===== config.mk =====
export PLATFORM = sky130hd
export DESIGN_NAME = gc_response_rx_flat
export DESIGN_NICKNAME = d
export VERILOG_FILES = /design/src/rtl/gc_response_rx_if.sv /design/src/rtl/gc_response_rx.sv /design/src/flat_wrapper.sv
export SDC_FILE = /design/constraint.sdc
export NUM_CORES = 1
export LEC_CHECK = 0
export ABC_AREA = 1
export CAP_MARGIN = 0
export CORE_MARGIN = 2
export CORE_UTILIZATION = 41
export DETAILED_ROUTE_END_ITERATION = 10
export GPL_TIMING_DRIVEN = 0
export SYNTH_ARGS = -nofsm -noshare
export SYNTH_HDL_FRONTEND = slang
export SYNTH_SLANG_ARGS = --single-unit
export TNS_END_PERCENT = 50

===== constraint.sdc =====
create_clock -name clk100mhz -period 1.7 [get_ports clk100mhz]
set_input_delay 0.17 -clock clk100mhz [delete_from_list [all_inputs] [get_ports clk100mhz]]
set_output_delay 0.17 -clock clk100mhz [all_outputs]
set_load 0.02 [all_outputs]

===== src/rtl/gc_response_rx_if.sv =====
// GameCube controller response receiver bus: raw data line, arm strobe,
// and the decoded response handshake towards the controller-state logic.
interface gc_response_rx_if #(
    parameter int RESP_BITS = 64
);
    logic                 data_in;
    logic                 arm;
    logic                 busy;
    logic                 valid;
    logic                 error;
    logic [RESP_BITS-1:0] response;
    logic [6:0]           bit_count;

    modport master (
        output data_in, arm,
        input  busy, valid, error, response, bit_count
    );

    modport slave (
        input  data_in, arm,
        output busy, valid, error, response, bit_count
    );
endinterface


===== src/rtl/gc_response_rx.sv =====
// GameCube controller single-wire response receiver (pulse-width decoder).
// Optional macro GC_RX_GLITCH_FILTER_EN adds an 8-cycle input stability filter.
module gc_response_rx #(
    parameter int CLKS_PER_US = 100,
    parameter int RESP_BITS   = 64,
    parameter int TIMEOUT_US  = 100
) (
    input  logic            clk100mhz,
    input  logic            reset,
    gc_response_rx_if.slave bus
);

    localparam int THRESH   = 2 * CLKS_PER_US;
    localparam int MAX_LOW  = 5 * CLKS_PER_US;
    localparam int MAX_HIGH = 5 * CLKS_PER_US;
    localparam int TMO      = TIMEOUT_US * CLKS_PER_US;
    localparam int CW       = $clog2(TMO + 1);

    localparam logic [CW-1:0] TMO_M1    = CW'(TMO - 1);
    localparam logic [CW-1:0] THRESH_M1 = CW'(THRESH - 1);
    localparam logic [CW-1:0] LOW_LIM   = CW'(MAX_LOW);
    localparam logic [CW-1:0] HIGH_LIM  = CW'(MAX_HIGH);
    localparam logic [6:0]    NBITS     = 7'(RESP_BITS);

    typedef enum logic [1:0] {
        IDLE,
        WAIT_FIRST,
        LOW,
        HIGH
    } state_t;

    state_t               state_q, state_d;
    logic [1:0]           sync_q;
    logic                 prev_q;
    logic                 lvl;
    logic                 fall, rise;
    logic [CW-1:0]        cnt_q, cnt_d, cnt_inc;
    logic [RESP_BITS-1:0] shift_q, shift_d;
    logic [RESP_BITS-1:0] resp_q, resp_d;
    logic [6:0]           bc_q, bc_d;
    logic                 valid_q, valid_d;
    logic                 error_q, error_d;
    logic                 bit_v;

    always_ff @(posedge clk100mhz or negedge reset) begin
        if (!reset) begin
            sync_q <= 2'b11;
        end else begin
            sync_q <= {sync_q[0], bus.data_in};
        end
    end

`ifdef GC_RX_GLITCH_FILTER_EN
    logic       filt_q;
    logic [2:0] fcnt_q;

    always_ff @(posedge clk100mhz or negedge reset) begin
        if (!reset) begin
            filt_q <= 1'b1;
            fcnt_q <= 3'd0;
        end else if (sync_q[1] == filt_q) begin
            fcnt_q <= 3'd0;
        end else if (fcnt_q == 3'd7) begin
            filt_q <= sync_q[1];
            fcnt_q <= 3'd0;
        end else begin
            fcnt_q <= fcnt_q + 3'd1;
        end
    end

    assign lvl = filt_q;
`else
    assign lvl = sync_q[1];
`endif

    always_ff @(posedge clk100mhz or negedge reset) begin
        if (!reset) begin
            prev_q <= 1'b1;
        end else begin
            prev_q <= lvl;
        end
    end

    assign fall    = prev_q & ~lvl;
    assign rise    = ~prev_q & lvl;
    assign cnt_inc = (cnt_q == '1) ? cnt_q : cnt_q + 1'b1;
    // cnt holds low length minus one: the falling-edge cycle is not counted
    assign bit_v   = (cnt_q < THRESH_M1);

    always_comb begin
        state_d = state_q;
        cnt_d   = cnt_inc;
        shift_d = shift_q;
        bc_d    = bc_q;
        resp_d  = resp_q;
        valid_d = 1'b0;
        error_d = 1'b0;
        unique case (state_q)
            IDLE: begin
                cnt_d = '0;
                if (bus.arm && !valid_q && !error_q) begin
                    shift_d = '0;
                    bc_d    = '0;
                    state_d = WAIT_FIRST;
                end
            end
            WAIT_FIRST: begin
                if (fall) begin
                    cnt_d   = '0;
                    state_d = LOW;
                end else if (cnt_q == TMO_M1) begin
                    error_d = 1'b1;
                    state_d = IDLE;
                end
            end
            LOW: begin
                if (rise) begin
                    cnt_d = '0;
                    if (bc_q < NBITS) begin
                        shift_d = {shift_q[RESP_BITS-2:0], bit_v};
                        bc_d    = bc_q + 7'd1;
                        state_d = HIGH;
                    end else if (bit_v) begin
                        resp_d  = shift_q;
                        valid_d = 1'b1;
                        state_d = IDLE;
                    end else begin
                        error_d = 1'b1;
                        state_d = IDLE;
                    end
                end else if (cnt_q == LOW_LIM) begin
                    error_d = 1'b1;
                    state_d = IDLE;
                end
            end
            HIGH: begin
                if (fall) begin
                    cnt_d   = '0;
                    state_d = LOW;
                end else if (cnt_q == HIGH_LIM) begin
                    error_d = 1'b1;
                    state_d = IDLE;
                end
            end
            default: state_d = IDLE;
        endcase
    end

    always_ff @(posedge clk100mhz or negedge reset) begin
        if (!reset) begin
            state_q <= IDLE;
            cnt_q   <= '0;
            shift_q <= '0;
            resp_q  <= '0;
            bc_q    <= '0;
            valid_q <= 1'b0;
            error_q <= 1'b0;
        end else begin
            state_q <= state_d;
            cnt_q   <= cnt_d;
            shift_q <= shift_d;
            resp_q  <= resp_d;
            bc_q    <= bc_d;
            valid_q <= valid_d;
            error_q <= error_d;
        end
    end

    assign bus.busy      = (state_q != IDLE);
    assign bus.valid     = valid_q;
    assign bus.error     = error_q;
    assign bus.response  = resp_q;
    assign bus.bit_count = bc_q;

endmodule


===== src/flat_wrapper.sv =====
// flat-port wrapper written by rule: the top's interface ports become plain ports
module gc_response_rx_flat 
#(
    parameter int CLKS_PER_US = 100,
    parameter int RESP_BITS   = 64,
    parameter int TIMEOUT_US  = 100
)
  (clk100mhz, reset, bus_data_in, bus_arm, bus_busy, bus_valid, bus_error, bus_response, bus_bit_count);
  gc_response_rx_if #(.RESP_BITS(RESP_BITS)) bus_i ();
  input  logic clk100mhz;
  input  logic reset;
  input wire logic [$bits(bus_i.data_in)-1:0] bus_data_in;
  input wire logic [$bits(bus_i.arm)-1:0] bus_arm;
  output wire logic [$bits(bus_i.busy)-1:0] bus_busy;
  output wire logic [$bits(bus_i.valid)-1:0] bus_valid;
  output wire logic [$bits(bus_i.error)-1:0] bus_error;
  output wire logic [$bits(bus_i.response)-1:0] bus_response;
  output wire logic [$bits(bus_i.bit_count)-1:0] bus_bit_count;
  assign bus_i.data_in = bus_data_in;
  assign bus_i.arm = bus_arm;
  assign bus_busy = bus_i.busy;
  assign bus_valid = bus_i.valid;
  assign bus_error = bus_i.error;
  assign bus_response = bus_i.response;
  assign bus_bit_count = bus_i.bit_count;
  gc_response_rx #(.CLKS_PER_US(CLKS_PER_US), .RESP_BITS(RESP_BITS), .TIMEOUT_US(TIMEOUT_US)) u_core (.clk100mhz(clk100mhz), .reset(reset), .bus(bus_i));
endmodule

==> flow_summary.ini <==
[sta]
finClkSkew_ps = 13.6
hold_violations = 0
fmax_mhz = 610
setup_violations = 0
slew_viol_final = 0
worstMarginPinSlew_ps = 537
relSlewSlack_pct = 64.2
rsz0062_at_grt = yes
setup_tns_ps = 0
period_needed_ps = 1640
period_share_pct = 96.5

[floorplanning]
initial_core_util_pct = 42.0
rows = 46
die_h_um = 131
die-width_um = 131
coreArea_um2 = 15900
die_area_um2 = 17300
io_pins = 78

[placed_design]
dp_hpwl_mm = 9.67
gp_congestion = 0.851
placed_area_um2 = 7730
port_buffers = 77

[route]
dr_total_vias = 4808
ant_nets = 0
vias_per_cell = 4.80
wl_met1_mm = 6.56
wire_per_inst_um = 13.8
drt_iter0_drc = 245
drc_errors = 0
detail_route.first_pass.iterations = 4
drt-total-wl_mm = 13.8
wl_met3_um = 601
top_layer_used = met4
wl_met2_mm = 6.52

[min_path]
hp-start = bus_data_in
holdPathEnd = u_core.sync_q[0]
holdPathStages = 1
hp-class = input pin to flip-flop

[global_routing]
grt_max_degree = 101
grt_pass1_wl_mm = 23.6
grt_overflow = 0
grt_usage_pct = 16.9
grt_pass1_vias = 4853
antenna_found_initial = 0

[logic_synthesis]
syn_area_um2 = 6660
ys.flop_type = dfrtp_1
ys_ff_latch = 156
synth_edf_count = 0
syn-instance-count = 672
ys_async_sr_fraction_pct = 100
yosysWarnings = 0
avgSynthCellArea_um2 = 9.92
ys_seq_area_share_pct = 58.6
synth_cell_types = 36
synth_nets = 679

[clock_tree]
cts_tree = yes
clockRootBuffer = clkbuf_16
cts_sinks = 156
clk_latency_ps = 420
ctsLongestPathBuffers = 2
numCtsBuffers = 17
cts_max_level = 4
clk_pin_slew_ps = 60

[cells_and_area]
fin_nets = 782
design_area_um2 = 8420
antenna_cells = 0
drive_gt1_share_pct = 19.1
area_growth_pct = 26.4

[power_and_ir_drop]
power_density_nw_per_um2 = 1060
peakVddDrop_v = 0.000854
leakage_nw = 3.80
power_mw = 8.94

[worst_setup_path]
r2r_cells = 7
required_ps = 2000
crit_type = flip-flop to flip-flop
rr_startpoint = u_core.sync_q[1]
worstSetupStartpointType = flip-flop
cpPeakStageDelay_ps = 540
worstPathCellList = nand2_1 > nand2_1 > nand3_2 > inv_2 > buf_6 > buf_6 > o22ai_1
critPathMaxFanout = 10
r2r-end = u_core.shift_q[51]
rrSetupSlack_ps = 60
cpMaxStageDelayCell = dfstp_2
critPathCaptureType = flip-flop
crit_arrival_ps = 1940

[run_status]
outcome = finished, final reports clean

[job]
cap_violations = 0
synthesized netlist by cell type, types with 4 or more instances:
cell / count / area share [%]
nand2_1: 135 / 7.6
buf_6: 17 / 2.9
o22ai_1: 63 / 5.9
buf_4: 4 / 0.45
nor2_1: 34 / 1.9
a31oi_1: 5 / 0.47
o21ai_0: 11 / 0.83
dfrtp_1: 153 / 57
a21oi_1: 6 / 0.45
nand4_1: 4 / 0.38
buf_2: 8 / 0.60
inv_2: 4 / 0.23
inv_1: 97 / 5.5
nor2_4: 4 / 0.68
nand3_1: 30 / 2.3
o21ai_2: 55 / 7.2
o21ai_1: 10 / 0.75
report_power, final:
part	internal [mW]	switching (mW)
logic	0.525	0.932
clock network	2.22	1.41
registers	3.79	0.0551
total	6.54	2.40
cell families (layout without fill, tap and decap cells):
group                    count (synthesis)  in the layout  synth area share [%]
AO/OA/AOI/OAI                          154            154                  16.1
XOR/XNOR                                 4              4                 0.526
adder cells (fa/ha/maj)                  3              3                 0.563
buffers and inverters                  136            250                  9.95
flip-flops                             156            156                  58.6
multiplexers                             1              1                 0.150
AND/OR/NAND/NOR                        218            218                  14.1
worst max-delay path, delay by kind of cell (launching register included):
kind                   cells  cell delay [ps]
buffers and inverters      3              410
and+or+nand+nor            3              470
AOI/OAI and AO/OA          1               80
DFF                        1              540
flip-flops by register name (all words and copies together) (netlist names):
register and flops:
u_core.bus.bit_count 7, u_core.state_q 2, u_core.shift_q 64, u_core.bus.valid 1
u_core.bus.error 1, u_core.sync_q 2, u_core.bus.response 64, u_core.prev_q 1
u_core.cnt_q 14
how the worst max path moves through the flow:
stage / slack [ps] / start / cells after the start / end
2_1_floorplan: 150 / u_core.cnt_q[0] / 9 / u_core.bus.response[58]
3_3_place_gp: -5680 / reset / 1 / u_core.bus.response[55]
3_5_place_dp: -120 / u_core.cnt_q[0] / 7 / u_core.bus.response[57]
4_1_cts: 2 / u_core.cnt_q[0] / 9 / u_core.bus.response[60]
5_1_grt: -40 / u_core.sync_q[1] / 10 / u_core.bus.error
6_report: 60 / u_core.sync_q[1] / 7 / u_core.shift_q[51]
layer usage:
metal	vias to the layer above	global-route usage (%)
met5	-	0
met4	0	6.10
met3	9	4.28
met2	84	26.8
met1	2310	22.5
li1	2405	-
final cells by class:
| class | instances | area [um^2] |
|---|---|---|
| Buffer | 34 | 298 |
| Clock buffer | 24 | 512 |
| Clock inverter | 6 | 60.1 |
| Fill cell | 1463 | 7460 |
| Inverter | 102 | 383 |
| Multi-Input combinational cell | 380 | 2140 |
| Sequential cell | 156 | 3910 |
| Tap cell | 216 | 270 |
| Timing Repair Buffer | 84 | 848 |
metrics by stage:
stage                     setup slack (ps)  utilization [%]  instances  hold slack (ps)
after CTS                             2.23             52.4        997              151
after global placement               -5680             48.5        965              349
after floorplan                        147                -        672             -126
final                                 59.4             53.0       1002              165
after global routing                 -45.0             53.0       1002              174
after detailed placement              -121             48.7        966              186
cells in the final DEF, fill, tap and decap left out, drive strengths merged:
cell / count
a21o: 2
a21oi: 6
a31oi: 5
and3: 1
buf: 37
bufinv: 1
clkbuf: 29
clkdlybuf4s50: 71
clkinv: 4
clkinvlp: 2
dfrtp: 153
dfstp: 3
dlygate4sd2: 1
dlygate4sd3: 1
dlymetal6s2s: 3
ha: 3
inv: 101
mux2i: 1
nand2: 136
nand3: 31
nand3b: 1
nand4: 6
nor2: 39
nor3: 3
nor3b: 1
o21a: 1
o21ai: 76
o22ai: 63
o31ai: 1
xnor2: 1
xor2: 3
timing repair:
action,in CTS,in global routing
setup buffers,0,5
endpoints found under the hold margin,55,0
gates resized for setup,7,20
pin swaps,0,1
setup endpoints to repair,73,112
hold buffers,1,0
Power figures use the tool's default switching activity.
